### src/rtl/pipe_hazard_ctrl_if.sv
// ID-stage <-> hazard controller bundle: decoded ID fields and branch redirect in,
// stall/bubble/flush and EXE forwarding selects out.
interface pipe_hazard_ctrl_if #(
    parameter int RA_W   = 5,
    parameter int DEPTH  = 3,
    parameter int PERF_W = 16
);
    localparam int SEL_W = $clog2(DEPTH);

    logic              enable;
    logic              id_valid;
    logic [RA_W-1:0]   id_rs;
    logic [RA_W-1:0]   id_rt;
    logic              id_use_rs;
    logic              id_use_rt;
    logic [RA_W-1:0]   id_waddr;
    logic              id_reg_write;
    logic              id_mem_read;
    logic              redirect;

    logic              stall;
    logic              bubble;
    logic              flush_id;
    logic [SEL_W-1:0]  fwd_a_sel;
    logic [SEL_W-1:0]  fwd_b_sel;
    logic [PERF_W-1:0] stall_cnt;

    modport master (
        output enable, id_valid, id_rs, id_rt, id_use_rs, id_use_rt,
               id_waddr, id_reg_write, id_mem_read, redirect,
        input  stall, bubble, flush_id, fwd_a_sel, fwd_b_sel, stall_cnt
    );

    modport slave (
        input  enable, id_valid, id_rs, id_rt, id_use_rs, id_use_rt,
               id_waddr, id_reg_write, id_mem_read, redirect,
        output stall, bubble, flush_id, fwd_a_sel, fwd_b_sel, stall_cnt
    );
endinterface

### src/rtl/pipe_hazard_ctrl.sv
// Hazard/forwarding controller for the 5-stage pipeline: scoreboard of in-flight destinations.
// Optional macro HAZARD_WB_BYPASS_EN: write-through register file, so a WB-stage match never stalls.
module pipe_hazard_ctrl #(
    parameter int RA_W     = 5,
    parameter int DEPTH    = 3,
    parameter int BR_STAGE = 2,
    parameter int PERF_W   = 16
) (
    input  logic              clk,
    input  logic              arst,
    pipe_hazard_ctrl_if.slave hz
);
    localparam int SEL_W = $clog2(DEPTH);

    typedef struct packed {
        logic            valid;
        logic            reg_write;
        logic [RA_W-1:0] waddr;
    } entry_t;

    // Only the EXE entry's load flag matters, so it is kept beside the scoreboard.
    entry_t            sb [1:DEPTH];
    logic              s1_mem_read;
    logic [SEL_W-1:0]  fwd_a_q;
    logic [SEL_W-1:0]  fwd_b_q;
    logic [PERF_W-1:0] stall_cnt_q;

    logic [DEPTH:1]    match_rs;
    logic [DEPTH:1]    match_rt;
    logic              load_use;
    logic              wb_hazard;
    logic              hazard;
    logic              stall;
    logic              bubble;
    logic              flush_id;

    function automatic logic is_live(entry_t e);
        return e.valid && e.reg_write && (e.waddr != '0);
    endfunction

    // Lowest stage number wins: the youngest producer holds the newest value.
    function automatic logic [SEL_W-1:0] youngest(logic [DEPTH:1] m);
        logic [SEL_W-1:0] sel;
        sel = '0;
        for (int k = DEPTH - 1; k >= 1; k--) begin
            if (m[k]) sel = SEL_W'(k);
        end
        return sel;
    endfunction

    always_comb begin
        // NOTE: defaults first so every path assigns every bit and no latch is inferred.
        match_rs = '0;
        match_rt = '0;
        for (int k = 1; k <= DEPTH; k++) begin
            match_rs[k] = hz.id_valid && hz.id_use_rs && is_live(sb[k]) && (sb[k].waddr == hz.id_rs);
            match_rt[k] = hz.id_valid && hz.id_use_rt && is_live(sb[k]) && (sb[k].waddr == hz.id_rt);
        end
    end

    assign load_use = s1_mem_read && (match_rs[1] || match_rt[1]);

`ifdef HAZARD_WB_BYPASS_EN
    assign wb_hazard = 1'b0;
`else
    assign wb_hazard = match_rs[DEPTH] || match_rt[DEPTH];
`endif

    // A taken redirect kills the ID instruction anyway, so it overrides any stall.
    assign hazard   = load_use || wb_hazard;
    assign stall    = hz.enable && hazard && !hz.redirect;
    assign bubble   = hz.enable && (hazard || hz.redirect);
    assign flush_id = hz.enable && hz.redirect;

    always_ff @(posedge clk or posedge arst) begin
        if (arst) begin
            // NOTE: the scoreboard is a handful of flops, so every entry is cleared, not just valid.
            for (int k = 1; k <= DEPTH; k++) sb[k] <= '0;
            s1_mem_read <= 1'b0;
            fwd_a_q     <= '0;
            fwd_b_q     <= '0;
            stall_cnt_q <= '0;
        end else if (hz.enable) begin
            // NOTE: non-blocking so every stage shifts from the pre-edge value of its neighbour.
            sb[1] <= '{valid:     hz.id_valid && !bubble,
                       reg_write: hz.id_reg_write,
                       waddr:     hz.id_waddr};
            s1_mem_read <= hz.id_mem_read;
            for (int k = 2; k <= DEPTH; k++) begin
                sb[k] <= '{valid:     sb[k-1].valid && !(hz.redirect && (k <= BR_STAGE)),
                           reg_write: sb[k-1].reg_write,
                           waddr:     sb[k-1].waddr};
            end
            fwd_a_q <= bubble ? '0 : youngest(match_rs);
            fwd_b_q <= bubble ? '0 : youngest(match_rt);
            if (stall && (stall_cnt_q != '1)) stall_cnt_q <= stall_cnt_q + PERF_W'(1);
        end
    end

    assign hz.stall     = stall;
    assign hz.bubble    = bubble;
    assign hz.flush_id  = flush_id;
    assign hz.fwd_a_sel = fwd_a_q;
    assign hz.fwd_b_sel = fwd_b_q;
    assign hz.stall_cnt = stall_cnt_q;

    a_stall_bubbles: assert property (@(posedge clk) disable iff (arst) stall |-> bubble);
    a_redirect_wins: assert property (@(posedge clk) disable iff (arst) flush_id |-> !stall);
    a_sel_range_a:   assert property (@(posedge clk) disable iff (arst) int'(fwd_a_q) < DEPTH);
    a_sel_range_b:   assert property (@(posedge clk) disable iff (arst) int'(fwd_b_q) < DEPTH);
endmodule

### src/flat_wrapper.sv
// flat-port wrapper written by rule: the top's interface ports become plain ports
module pipe_hazard_ctrl_flat 
#(
    parameter int RA_W     = 5,
    parameter int DEPTH    = 3,
    parameter int BR_STAGE = 2,
    parameter int PERF_W   = 16
)
  (clk, arst, hz_enable, hz_id_valid, hz_id_rs, hz_id_rt, hz_id_use_rs, hz_id_use_rt, hz_id_waddr, hz_id_reg_write, hz_id_mem_read, hz_redirect, hz_stall, hz_bubble, hz_flush_id, hz_fwd_a_sel, hz_fwd_b_sel, hz_stall_cnt);
  pipe_hazard_ctrl_if #(.RA_W(RA_W), .DEPTH(DEPTH), .PERF_W(PERF_W)) hz_i ();
  input  logic clk;
  input  logic arst;
  input wire logic [$bits(hz_i.enable)-1:0] hz_enable;
  input wire logic [$bits(hz_i.id_valid)-1:0] hz_id_valid;
  input wire logic [$bits(hz_i.id_rs)-1:0] hz_id_rs;
  input wire logic [$bits(hz_i.id_rt)-1:0] hz_id_rt;
  input wire logic [$bits(hz_i.id_use_rs)-1:0] hz_id_use_rs;
  input wire logic [$bits(hz_i.id_use_rt)-1:0] hz_id_use_rt;
  input wire logic [$bits(hz_i.id_waddr)-1:0] hz_id_waddr;
  input wire logic [$bits(hz_i.id_reg_write)-1:0] hz_id_reg_write;
  input wire logic [$bits(hz_i.id_mem_read)-1:0] hz_id_mem_read;
  input wire logic [$bits(hz_i.redirect)-1:0] hz_redirect;
  output wire logic [$bits(hz_i.stall)-1:0] hz_stall;
  output wire logic [$bits(hz_i.bubble)-1:0] hz_bubble;
  output wire logic [$bits(hz_i.flush_id)-1:0] hz_flush_id;
  output wire logic [$bits(hz_i.fwd_a_sel)-1:0] hz_fwd_a_sel;
  output wire logic [$bits(hz_i.fwd_b_sel)-1:0] hz_fwd_b_sel;
  output wire logic [$bits(hz_i.stall_cnt)-1:0] hz_stall_cnt;
  assign hz_i.enable = hz_enable;
  assign hz_i.id_valid = hz_id_valid;
  assign hz_i.id_rs = hz_id_rs;
  assign hz_i.id_rt = hz_id_rt;
  assign hz_i.id_use_rs = hz_id_use_rs;
  assign hz_i.id_use_rt = hz_id_use_rt;
  assign hz_i.id_waddr = hz_id_waddr;
  assign hz_i.id_reg_write = hz_id_reg_write;
  assign hz_i.id_mem_read = hz_id_mem_read;
  assign hz_i.redirect = hz_redirect;
  assign hz_stall = hz_i.stall;
  assign hz_bubble = hz_i.bubble;
  assign hz_flush_id = hz_i.flush_id;
  assign hz_fwd_a_sel = hz_i.fwd_a_sel;
  assign hz_fwd_b_sel = hz_i.fwd_b_sel;
  assign hz_stall_cnt = hz_i.stall_cnt;
  pipe_hazard_ctrl #(.RA_W(RA_W), .DEPTH(DEPTH), .BR_STAGE(BR_STAGE), .PERF_W(PERF_W)) u_core (.clk(clk), .arst(arst), .hz(hz_i));
endmodule
### config.mk
export PLATFORM = sky130hd
export DESIGN_NAME = pipe_hazard_ctrl_flat
export DESIGN_NICKNAME = d
export VERILOG_FILES = /design/src/rtl/pipe_hazard_ctrl_if.sv /design/src/rtl/pipe_hazard_ctrl.sv /design/src/flat_wrapper.sv
export SDC_FILE = /design/constraint.sdc
export NUM_CORES = 1
export LEC_CHECK = 0
export BUFFER_PORTS_ARGS = -buffer_cell sky130_fd_sc_hd__buf_2
export CAP_MARGIN = 20
export CORE_MARGIN = 5
export CORE_UTILIZATION = 54
export DETAILED_ROUTE_END_ITERATION = 10
export GPL_TIMING_DRIVEN = 0
export PLACE_DENSITY = 0.83
export SYNTH_ARGS = -nofsm -noshare
export SYNTH_HDL_FRONTEND = slang
export SYNTH_SLANG_ARGS = --single-unit
### constraint.sdc
create_clock -name clk -period 2.61 [get_ports clk]
set_clock_uncertainty 0.05 [all_clocks]
set_input_delay 0.522 -clock clk [delete_from_list [all_inputs] [get_ports clk]]
set_output_delay 0.522 -clock clk [all_outputs]
set_load 0.005 [all_outputs]
== Word-level counts from Yosys, hierarchy flattened ==
Index checks and enable logic that the tools add are counted.

* Register bits: 42
* Bits in latches: 0
* Memory bits (writable): 0
* Memory bits (read-only): 0
* Input port bits: 24
* Output and inout port bits: 23
* Logic and storage cells: 65
* Memories: 0

* Add/subtract/negate cells: 1
* Multipliers: 0
* Div/mod/pow operators: 0
* Order comparisons: 0
* Equality and inequality tests: 7
* Shift-type cells: 0
* Mux-type cells: 6
* Bitwise operators: 0
* Reductions and logical operators: 38

{| class="wikitable"
|+ Operators with widths
! kind !! count
|-
| equality test 5 bit || 6
|-
| logical AND 1 bit || 28
|-
| adder 16 x 1 -> 16 bit (second input constant) || 1
|-
| != test 16 bit (second input constant) || 1
|-
| nonzero test 5 bit || 3
|-
| 2-to-1 mux 2 bit || 6
|-
| logical OR 1 bit || 4
|-
| zero test 1 bit || 2
|-
| AND reduction 2 bit || 1
|}

== Logic depth before layout (Yosys ltp) ==
Gate-level depths: netlist of the first run.

* Word-level depth: 11
* Gate-level depth with buffers: 9
* Gate-level depth less buffers: 7

== Worst setup path after synthesis of the first run ==
OpenSTA, ideal clock, no wires.

* Path kind: register to register
* From: register u_core.stall_cnt_q[0] (netlist: u_core.hz.stall_cnt[0])
* To: register u_core.stall_cnt_q[11] (netlist: u_core.hz.stall_cnt[11])
* Library setup time: 124 ps
* Arrival time: 2134 ps
* Data required time: 2436 ps
* Path slack: 302 ps
* Cell stages (with the launch flop): 10
* Path buffers: 2
* Period minus slack after synthesis: 2308 ps
* Cells stage by stage: dfrtp_1 > ha_1 > and3_1 > buf_6 > and4_4 > or4b_4 > o41ai_4 > buf_8 > nand4_4 > xnor2_2

* Longest elaborated chain between the ends: 3
* Elaborated cells between the ends (all ways): 4
* Those cells by class: add/sub: 1; eq/ne: 1; reduce/logical: 2

{| class="wikitable"
|+ RTL lines
! what !! line !! RTL
|-
| start, declared || pipe_hazard_ctrl.sv:26 || <nowiki>logic [PERF_W-1:0] stall_cnt_q;</nowiki>
|-
| start signal, assigned || pipe_hazard_ctrl.sv:96 || <nowiki>if (stall && (stall_cnt_q != '1)) stall_cnt_q <= stall_cnt_q + PERF_W'(1);</nowiki>
|-
| parallel branches: the longest is 3 deep, another holds adder 16 x 1 -> 16 bit || n/a ||
|}

Several ways; the timed one is not identified.
A chain may end at the register's enable or synchronous reset.

== Final worst setup path of the first run ==
* From: register u_core.sb[2] in the netlist's numbering
* To: output hz_bubble

* Longest elaborated chain between the ends: 8
* Elaborated cells between the ends (all ways): 12
* Those cells by class: eq/ne: 2; reduce/logical: 10

{| class="wikitable"
|+ RTL lines
! what !! line !! RTL
|-
| start, declared || pipe_hazard_ctrl.sv:22 || <nowiki>entry_t sb [1:DEPTH];</nowiki>
|-
| start signal, assigned by index || pipe_hazard_ctrl.sv:90 || <nowiki>sb[k] <= '{valid: sb[k-1].valid && !(hz.redirect && (k <= BR_STAGE)),</nowiki>
|-
| nonzero test 5 bit || pipe_hazard_ctrl.sv:38 || <nowiki>return e.valid && e.reg_write && (e.waddr != '0);</nowiki>
|-
| logical AND 1 bit || pipe_hazard_ctrl.sv:38 ||
|-
| logical AND 1 bit, on equally long branches (2 in series) || pipe_hazard_ctrl.sv:56, pipe_hazard_ctrl.sv:57 ||
|-
| logical OR 1 bit (*) || pipe_hazard_ctrl.sv:66 || <nowiki>assign wb_hazard = match_rs[DEPTH] || match_rt[DEPTH];</nowiki>
|-
| logical OR 1 bit (*) || pipe_hazard_ctrl.sv:70 || <nowiki>assign hazard = load_use || wb_hazard;</nowiki>
|-
| logical OR 1 bit (*) || pipe_hazard_ctrl.sv:72 || <nowiki>assign bubble = hz.enable && (hazard || hz.redirect);</nowiki>
|-
| logical AND 1 bit (*) || pipe_hazard_ctrl.sv:72 ||
|-
| end, declared || flat_wrapper.sv:24 || <nowiki>output wire logic [$bits(hz_i.bubble)-1:0] hz_bubble;</nowiki>
|}

Every way passes the cells marked *; elsewhere a longest branch is shown, timed or not.

==> impl_metrics.env, run 1 <==
export IMPL_area_delta_synth_final_pct=20.7
export IMPL_synth_edff_count=0
export IMPL_clkSinkCount=42
export IMPL_routed_wl_um=5010
export IMPL_ant_nets=0
export IMPL_drc=0
export IMPL_synthMuxAreaShare=0.112
export IMPL_cpLargestDelayFamily="compound AO/OA/AOI/OAI gates"
export IMPL_cts_inserted_buffers=5
export IMPL_core_area_um2=4060
export IMPL_core_rowCount=23
export IMPL_cts_tree="yes"
export IMPL_cp_data_arrival_time_ns=2.08
export IMPL_clk_latency_ns=0.29
export IMPL_period_needed_ns=2.65
export IMPL_yosysWarnings=0
export IMPL_fmax_mhz=378
export IMPL_yosys_top_cells_area="dfrtp_1 46%, xnor2_1 14%, mux2_2 9.8%"
export IMPL_r2r_slack_ns=0.20
export IMPL_crit_type="reg -> out"
export IMPL_fin_hold_ws_ns=0.340
export IMPL_synth_top_area_share=0.458
export IMPL_synthAdderAreaFrac=0.00545
export IMPL_die_h_um=75.2
export IMPL_synth_common_cells="42 x dfrtp_1, 36 x xnor2_1, 20 x mux2_2, 12 x nand2_1, 10 x nand4_1"
export IMPL_cts_path_max_buffers=2
export IMPL_swShare=0.262
export IMPL_cp_max_fo=5
export IMPL_startpoint_type="flip-flop"
export IMPL_wl_per_cell_um=16.3
export IMPL_drtPass1Iterations=4
export IMPL_grt_pass1_vias=1700
export IMPL_finalWorstSetupSlack_ns=-0.0386
export IMPL_async_flop_share=1.00
export IMPL_synth_compound_area_frac=0.0518
export IMPL_worst_path_max_delay_cell="or4_1"
export IMPL_num_vias=1682
export IMPL_fillerInstances=319
export IMPL_clkTransAtPathRegs_ns=0.08
export IMPL_final_nets=281
export IMPL_synth_top_family_by_area="simple AND/OR/NAND/NOR gates"
export IMPL_via_per_inst=5.48
export IMPL_initial_core_util=0.566
export IMPL_net_switching_power_w=0.000395
export IMPL_max_slew_margin=0.424
export IMPL_synth_xor_area_share=0.167
export IMPL_rsz0062_at_grt="yes"
export IMPL_pwr_share_seq=0.506
export IMPL_crit_required_ns=2.04
export IMPL_hold_class="in -> async"
export IMPL_cts_root_buf="clkbuf_8"
export IMPL_dieWidth_um=75.2
export IMPL_rr_worst_depth=9
export IMPL_clkPwrFrac=0.337
export IMPL_leakage_nw=1.30
export IMPL_fin_crit_sh=1.01
export IMPL_synthCells=198
export IMPL_status="finished with violations"
export IMPL_r2r_start="u_core.hz.stall_cnt[0]"
export IMPL_diodes=0
export IMPL_multi_input_area_um2=1200
export IMPL_yosys_area_share_simple=0.172
export IMPL_violations="negative setup slack"
export IMPL_grt_first_pass_wirelength_um=8140
export IMPL_synth_top_flop_cell="dfrtp_1"
export IMPL_die_area_um2=5650
export IMPL_cp_end_kind="primary output"
export IMPL_antenna_found_initial=0
export IMPL_synth_area_leader_cell="dfrtp_1"
export IMPL_pwr_share_comb=0.157
export IMPL_synth_most_common_cell="dfrtp_1"
export IMPL_final_max_slew_viol_count=0
export IMPL_io_buffers=46
export IMPL_grt_usage=0.189
export IMPL_placed_cell_area_um2=2590
export IMPL_htreeDepth=2
export IMPL_crit_chain="or4_1 -> o211ai_1 -> nor2b_1 -> o21bai_4 -> o21a_1 -> buf_2"
export IMPL_syn_nets=223
export IMPL_powerDensity_nw_per_um2=544
export IMPL_slowest_delay_ns=0.53
export IMPL_r2r_end="u_core.hz.stall_cnt[11]"
export IMPL_boundaryPins=47
export IMPL_syn_area_um2=2290
export IMPL_gp_congestion=0.839
export IMPL_grt_overflow=0
export IMPL_ys_seq_elements=42
export IMPL_synth_cell_types=39
export IMPL_grt_max_degree=43
export IMPL_design_area_um2=2770
export IMPL_ys_seq_area_frac=0.458
export IMPL_syn_area_per_cell_um2=11.6
export IMPL_max_vdd_ir_drop_mv=0.444
export IMPL_setup_viol=2
export IMPL_hold_viol_final=0
export IMPL_crit_buf_inv=1
export IMPL_p_int_w=0.00111
export IMPL_maxCapViolCount=0
export IMPL_first_iter_violations=96
export IMPL_hpwl_um=3570
export IMPL_worstMarginPinSlew_ns=0.863
export IMPL_drive_gt1_frac=0.389
export IMPL_regArea_um2=1050
-- area by class of cell --
cell class,count,area share
Clock buffer,5,0.0249
Timing Repair Buffer,51,0.0967
Buffer,6,0.0149
Clock inverter,3,0.0145
Inverter,9,0.0122
Tap cell,50,0.0226
Multi-Input combinational cell,141,0.434
Sequential cell,42,0.380
-- layout by cell type, fill, tap and decap left out, types with 2 or more instances in the layout --
cell,n
and2_1,2
and3_1,8
and4_4,2
buf_2,46
buf_4,5
clkbuf_1,4
clkbuf_8,5
clkinv_2,2
dfrtp_1,41
inv_1,8
mux2_1,2
mux2_2,20
nand2_1,11
nand2b_1,2
nand3_2,5
nand4_1,10
nor2_1,2
nor2b_1,2
nor3_1,3
o211ai_1,2
o22ai_1,6
or3_1,2
or4_1,2
xnor2_1,35
xnor2_2,2
xor2_1,6
-- state kept, by name, indices dropped and copies added, names as in the netlist --
register,flops
u_core.hz.fwd_b_sel,2
u_core.s1_mem_read,1
u_core.hz.stall_cnt,16
u_core.hz.fwd_a_sel,2
u_core.sb,21
-- power by group through the flow --
stage / logic, W / registers, W / clock network (W)
final: 0.000236 / 0.000763 / 0.000508
after global routing: 0.000264 / 0.000770 / 0.000538
after CTS: 0.000228 / 0.000760 / 0.000517
after detailed placement: 0.000210 / 0.000775 / 0
after global placement: 0.000204 / 0.000772 / 0
after floorplan: 0.000157 / 0.000756 / 0
-- layer usage --
| layer | vias up | global-route usage | share of wire |
|---|---|---|---|
| met5 | - | 0 | 0 |
| met4 | 0 | 0.0641 | 0.015 |
| met3 | 9 | 0.0414 | 0.046 |
| met2 | 32 | 0.313 | 0.50 |
| met1 | 828 | 0.247 | 0.44 |
| li1 | 813 | - | - |
-- kinds of logic after synthesis --
family | Yosys count
simple gates | 60
compound gates | 14
mux | 23
flops | 42
fa+ha+maj | 1
buf+inv | 15
xor+xnor | 43
-- metrics by stage --
step	setup WS [ns]	std cells	utilization	TNS, ns	total power (W)
2_1_floorplan	0.302	198	-	0	0.000914
6_report	-0.0386	307	0.682	-0.0494	0.00151
3_5_place_dp	-0.00427	294	0.638	-0.00427	0.000985
4_1_cts	-0.0194	305	0.673	-0.0194	0.00151
5_1_grt	-0.121	307	0.682	-0.208	0.00157
3_3_place_gp	0.0160	294	0.638	0	0.000976
-- repair_timing --
| item | CTS | global route |
|---|---|---|
| resized for setup | 3 | 4 |
| setup buffers | 3 | 2 |
| pin swaps | 1 | 1 |
| endpoints found under the setup margin | 2 | 2 |
| hold buffers | 0 | 0 |
-- worst max-delay path by stage --
stage / to / slack [ns] / from / depth (start not counted)
after floorplan: u_core.hz.stall_cnt[11] / 0.30 / u_core.hz.stall_cnt[0] / 9
after global placement: hz_stall / 0.02 / hz_id_rs[3] / 8
after detailed placement: u_core.hz.stall_cnt[11] / -0.004 / hz_id_rt[0] / 9
after CTS: hz_bubble / -0.02 / u_core.sb[2] / 6
after global routing: hz_bubble / -0.12 / u_core.sb[2] / 6
final: hz_bubble / -0.04 / u_core.sb[2] / 6
-- worst reg2reg max path, cell delays in order, from the launching register on --
cell and delay [ns]:
dfrtp_1 0.41, ha_1 0.21, and3_1 0.19, buf_6 0.14
and4_4 0.20, or4b_4 0.50, o41ai_4 0.11, buf_8 0.22
nand4_4 0.12, xnor2_2 0.15
Power figures use the tool's default switching activity.
==> inputs of run 2 (changes only) <==
--- a/config.mk
+++ b/config.mk
@@ -8,10 +8,10 @@
 export BUFFER_PORTS_ARGS = -buffer_cell sky130_fd_sc_hd__buf_2
 export CAP_MARGIN = 20
 export CORE_MARGIN = 5
-export CORE_UTILIZATION = 54
+export CORE_UTILIZATION = 55
 export DETAILED_ROUTE_END_ITERATION = 10
 export GPL_TIMING_DRIVEN = 0
-export PLACE_DENSITY = 0.83
+export PLACE_DENSITY = 0.84
 export SYNTH_ARGS = -nofsm -noshare
 export SYNTH_HDL_FRONTEND = slang
 export SYNTH_SLANG_ARGS = --single-unit
==> constraint.sdc (replaced) <==
create_clock -name clk -period 3.1 [get_ports clk]
set_clock_uncertainty 0.05 [all_clocks]
set_input_delay 0.62 -clock clk [delete_from_list [all_inputs] [get_ports clk]]
set_output_delay 0.62 -clock clk [all_outputs]
set_load 0.005 [all_outputs]
==> run 2 against run 1 <==
Effect of this change:
- clock-buffer cell count up 2
- highest routed layer unchanged
- first-iteration DRC count up 23%
- utilization down 1.7 points
- combinational power down 24%
- die area down 1.6%
- final area down 3.3%
- cell count down 1.6%
- flip-flop and latch count unchanged
- critical path depth up 1
- non-clock buffer count down 5
- critical endpoint is now hz_stall
- sequential power down 16%
- the flow now finishes without violations
- via count unchanged
- largest power group unchanged
==> impl_metrics.env, run 2 (same netlist as run 1, synthesis figures left out) <==
export IMPL_dp_cells=294
export IMPL_maxCapViolCount=0
export IMPL_final_common_cell="buf_2"
export IMPL_htreeDepth=2
export IMPL_clkSinkCount=42
export IMPL_largest_register_ffs=21
export IMPL_max_vdd_ir_drop_mv=0.344
export IMPL_cpLargestDelayFamily="simple AND/OR/NAND/NOR gates"
export IMPL_routed_wl_um=4860
export IMPL_grt_first_pass_wirelength_um=8250
export IMPL_core_area_um2=4030
export IMPL_final_nets=276
export IMPL_r2r_start="u_core.hz.stall_cnt[0]"
export IMPL_mostFrequentLayoutCells="46 x buf_2, 42 x dfrtp_1, 36 x xnor2_1, 20 x mux2_2, 12 x nand2_1"
export IMPL_wl_per_cell_um=16.1
export IMPL_post_cts_setup_buffers=0
export IMPL_fin_crit_sh=0.938
export IMPL_antenna_found_initial=0
export IMPL_grt_overflow=0
export IMPL_dieWidth_um=74.6
export IMPL_crit_type="reg -> out"
export IMPL_multi_input_area_um2=1170
export IMPL_hold_class="in -> async"
export IMPL_diodes=0
export IMPL_drc=0
export IMPL_num_vias=1682
export IMPL_period_needed_ns=2.91
export IMPL_clkTransAtPathRegs_ns=0.08
export IMPL_grt_usage=0.195
export IMPL_max_slew_margin=0.416
export IMPL_cts_tree="yes"
export IMPL_cts_resized=0
export IMPL_cp_data_arrival_time_ns=2.24
export IMPL_hpwl_um=3690
export IMPL_gp_congestion=0.885
export IMPL_fin_hold_ws_ns=0.464
export IMPL_cp_max_fo=6
export IMPL_io_buffers=46
export IMPL_drtPass1Iterations=4
export IMPL_die_area_um2=5560
export IMPL_fmax_mhz=344
export IMPL_cts_inserted_buffers=5
export IMPL_boundaryPins=47
export IMPL_status="finished clean"
export IMPL_worst_path_max_delay_cell="dfrtp_1"
export IMPL_regArea_um2=1050
export IMPL_r2r_slack_ns=0.71
export IMPL_fillerInstances=314
export IMPL_area_delta_synth_final_pct=16.7
export IMPL_cts_path_max_buffers=2
export IMPL_top_register="u_core.sb"
export IMPL_r2r_end="u_core.hz.stall_cnt[11]"
export IMPL_via_per_inst=5.57
export IMPL_startpoint_type="flip-flop"
export IMPL_ant_nets=0
export IMPL_slowest_delay_ns=0.45
export IMPL_rr_worst_depth=9
export IMPL_die_h_um=74.6
export IMPL_grt_pass1_vias=1746
export IMPL_rsz0062_at_grt="no"
export IMPL_crit_required_ns=2.43
export IMPL_core_rowCount=23
export IMPL_crit_buf_inv=1
export IMPL_cts_root_buf="clkbuf_8"
export IMPL_worstMarginPinSlew_ns=0.875
export IMPL_ctsHoldBuffers=0
export IMPL_setup_tns_ns=0
export IMPL_leakage_nw=1.25
export IMPL_clk_latency_ns=0.29
export IMPL_stdcell_count=302
export IMPL_initial_core_util=0.570
export IMPL_grt_max_degree=43
export IMPL_drive_gt1_frac=0.349
export IMPL_setup_viol=0
export IMPL_crit_chain="xnor2_1 -> nand4_1 -> nor3_1 -> nor2_1 -> o21bai_1 -> nor2b_1 -> buf_2"
export IMPL_hold_viol_final=0
export IMPL_first_iter_violations=118
export IMPL_fin_util=0.665
export IMPL_final_max_slew_viol_count=0
export IMPL_cp_end_kind="primary output"
export IMPL_powerDensity_nw_per_um2=442
## run 2: per-layer routing
layer  wire length, um  vias to the layer above  share of wire  track usage
met1              2120                      830           0.44        0.259
met2              2430                       45           0.50        0.324
met3               263                        5          0.054       0.0486
met5                 0                        -              0            0
met4                44                        0         0.0091       0.0415
li1                  -                      802              -            -
## run 2: report_power, final
group | total, W | internal [W] | switching, W
registers | 0.000642 | 0.000588 | 0.0000537
logic | 0.000179 | 0.000101 | 0.0000775
clock network | 0.000363 | 0.000180 | 0.000183
## run 2: metrics by stage
step,power [W],cell area (um2),setup slack (ns)
5_1_grt,0.00124,2680,0.0613
6_report,0.00118,2680,0.192
3_3_place_gp,0.000821,2590,0.304
3_5_place_dp,0.000831,2590,0.240
2_1_floorplan,0.000769,2290,0.772
4_1_cts,0.00119,2680,0.198
## run 2: area by class of cell
class | instances | area share
multi-input combinational | 141 | 0.436
clock buffer | 7 | 0.0322
clock inverter | 1 | 0.00187
tap | 50 | 0.0234
inverter | 9 | 0.0126
timing repair buffer | 46 | 0.0859
buffer | 6 | 0.0154
sequential | 42 | 0.392
## run 2: how the worst max path moves through the flow
stage	slack, ns	start	cells past startpoint	end
after global routing	0.06	u_core.sb[14]	7	hz_stall
after floorplan	0.77	hz_id_rt[4]	8	u_core.hz.stall_cnt[11]
after CTS	0.20	u_core.sb[14]	7	hz_stall
after global placement	0.30	hz_id_rt[3]	8	hz_stall
after detailed placement	0.24	hz_id_rt[3]	8	hz_stall
final	0.19	u_core.sb[14]	7	hz_stall
==> inputs of run 3 (changes only) <==
--- a/config.mk
+++ b/config.mk
@@ -12,6 +12,9 @@
 export DETAILED_ROUTE_END_ITERATION = 10
 export GPL_TIMING_DRIVEN = 0
 export PLACE_DENSITY = 0.84
+export RECOVER_POWER = 25
+export SLEW_MARGIN = 0
 export SYNTH_ARGS = -nofsm -noshare
 export SYNTH_HDL_FRONTEND = slang
 export SYNTH_SLANG_ARGS = --single-unit
+export TNS_END_PERCENT = 100
==> run 3 against run 2 <==
Effect of this change:
- the flow now finishes with violations (max-capacitance violations, max-slew violations)
- die area is the same
- critical path depth stayed put
- clock power is essentially flat
- setup slack unchanged
- cell count unchanged
- maximum frequency did not move
- largest cell class unchanged
==> impl_metrics.env, run 3 (same netlist as run 1, synthesis figures left out) <==
export IMPL_status="finished with violations"
export IMPL_violations="max-capacitance violations, max-slew violations"
export IMPL_die_h_um=74.6
export IMPL_fillerInstances=314
export IMPL_cts_tree="yes"
export IMPL_rsz0062_at_grt="no"
export IMPL_gp_congestion=0.885
export IMPL_pwr_share_seq=0.542
export IMPL_grt_usage=0.195
export IMPL_final_nets=276
export IMPL_clkTransAtPathRegs_ns=0.08
export IMPL_dieWidth_um=74.6
export IMPL_mostFrequentLayoutCells="46 x buf_2, 42 x dfrtp_1, 36 x xnor2_1, 20 x mux2_2, 12 x nand2_1"
export IMPL_via_per_inst=5.57
export IMPL_cts_root_buf="clkbuf_8"
export IMPL_clkPwrFrac=0.307
export IMPL_antenna_found_initial=0
export IMPL_setup_viol=0
export IMPL_cp_max_fo=6
export IMPL_largest_register_ffs=21
export IMPL_grt_overflow=0
export IMPL_clk_latency_ns=0.29
export IMPL_die_area_um2=5560
export IMPL_hp_start="u_core.hz.stall_cnt[2]"
export IMPL_routed_wl_um=4860
export IMPL_io_buffers=46
export IMPL_pwr_share_comb=0.151
export IMPL_top_register="u_core.sb"
export IMPL_period_needed_ns=2.91
export IMPL_max_vdd_ir_drop_mv=0.344
export IMPL_hold_depth=1
export IMPL_setup_tns_ns=0
export IMPL_swShare=0.266
export IMPL_r2r_end="u_core.hz.stall_cnt[11]"
export IMPL_num_vias=1682
export IMPL_multi_input_area_um2=1170
export IMPL_startpoint_type="flip-flop"
export IMPL_fin_util=0.665
export IMPL_fin_hold_ws_ns=0.466
export IMPL_cts_resized=0
export IMPL_cts_path_max_buffers=2
export IMPL_crit_required_ns=2.43
export IMPL_fin_crit_sh=0.938
export IMPL_post_cts_setup_buffers=0
export IMPL_r2r_slack_ns=0.71
export IMPL_final_common_cell="buf_2"
export IMPL_worst_path_max_delay_cell="dfrtp_1"
export IMPL_net_switching_power_w=0.000314
export IMPL_p_int_w=0.000869
export IMPL_worstMarginPinSlew_ns=1.58
export IMPL_rr_worst_depth=9
export IMPL_first_iter_violations=118
export IMPL_maxCapViolCount=1
export IMPL_core_area_um2=4030
export IMPL_ctsHoldBuffers=0
export IMPL_hold_class="reg -> reg"
export IMPL_powerDensity_nw_per_um2=442
export IMPL_ant_nets=0
export IMPL_grt_max_degree=43
export IMPL_r2r_start="u_core.hz.stall_cnt[0]"
export IMPL_max_slew_margin=-0.0554
export IMPL_diodes=0
export IMPL_crit_chain="xnor2_1 -> nand4_1 -> nor3_1 -> nor2_1 -> o21bai_1 -> nor2b_1 -> buf_2"
export IMPL_cts_inserted_buffers=5
export IMPL_drtPass1Iterations=4
export IMPL_drive_gt1_frac=0.345
export IMPL_area_delta_synth_final_pct=16.7
export IMPL_regArea_um2=1050
export IMPL_crit_buf_inv=1
export IMPL_boundaryPins=47
export IMPL_final_max_slew_viol_count=43
export IMPL_initial_core_util=0.570
export IMPL_htreeDepth=2
export IMPL_cp_data_arrival_time_ns=2.24
export IMPL_slowest_delay_ns=0.45
export IMPL_clkSinkCount=42
export IMPL_design_area_um2=2680
export IMPL_grt_first_pass_wirelength_um=8250
export IMPL_crit_type="reg -> out"
export IMPL_core_rowCount=23
export IMPL_hold_viol_final=0
export IMPL_grt_pass1_vias=1746
export IMPL_leakage_nw=1.25
export IMPL_cpLargestDelayFamily="simple AND/OR/NAND/NOR gates"
export IMPL_cp_end_kind="primary output"
export IMPL_hpwl_um=3690
export IMPL_fmax_mhz=344
export IMPL_placed_cell_area_um2=2590
export IMPL_hold_end="u_core.hz.stall_cnt[2]"
export IMPL_drc=0
export IMPL_wl_per_cell_um=16.1
run 3: changes by cell type in the layout (fill, tap and decap cells not counted):
cell,before,now
inv_1,8,9
inv_2,1,0
run 3: area by class of cell:
type                            instances  area share
Timing Repair Buffer                   46      0.0859
Multi-Input combinational cell        141       0.436
Tap cell                               50      0.0234
Buffer                                  6      0.0154
Clock inverter                          1     0.00187
Sequential cell                        42       0.392
Clock buffer                            7      0.0322
Inverter                                9      0.0126
run 3: power groups by stage:
stage / Sequential (W) / Combinational [W] / Clock (W)
after floorplan: 0.000637 / 0.000132 / 0
after global placement: 0.000649 / 0.000172 / 0
after detailed placement: 0.000652 / 0.000178 / 0
after CTS: 0.000641 / 0.000180 / 0.000370
after global routing: 0.000649 / 0.000197 / 0.000391
final: 0.000642 / 0.000178 / 0.000363
run 3: worst max-delay path by stage:
stage / from / endpoint / cells past startpoint
after floorplan: hz_id_rt[4] / u_core.hz.stall_cnt[11] / 8
after global placement: hz_id_rt[3] / hz_stall / 8
after detailed placement: hz_id_rt[3] / hz_stall / 8
after CTS: u_core.sb[14] / hz_stall / 7
after global routing: u_core.sb[14] / hz_stall / 7
final: u_core.sb[14] / hz_stall / 7
run 3: through the flow:
stage | worst slack (ns) | instances | total power (W)
finish | 0.192 | 302 | 0.00118
global route | 0.0613 | 302 | 0.00124
CTS | 0.198 | 302 | 0.00119
detailed placement | 0.240 | 294 | 0.000831
global placement | 0.304 | 294 | 0.000821
floorplan | 0.772 | 198 | 0.000769
run 3: layer usage:
layer	global-route usage	vias to the layer above	routed length, um
met5	0	-	0
met3	0.0486	5	263
met4	0.0415	0	44
li1	-	802	-
met1	0.259	830	2120
met2	0.324	45	2430
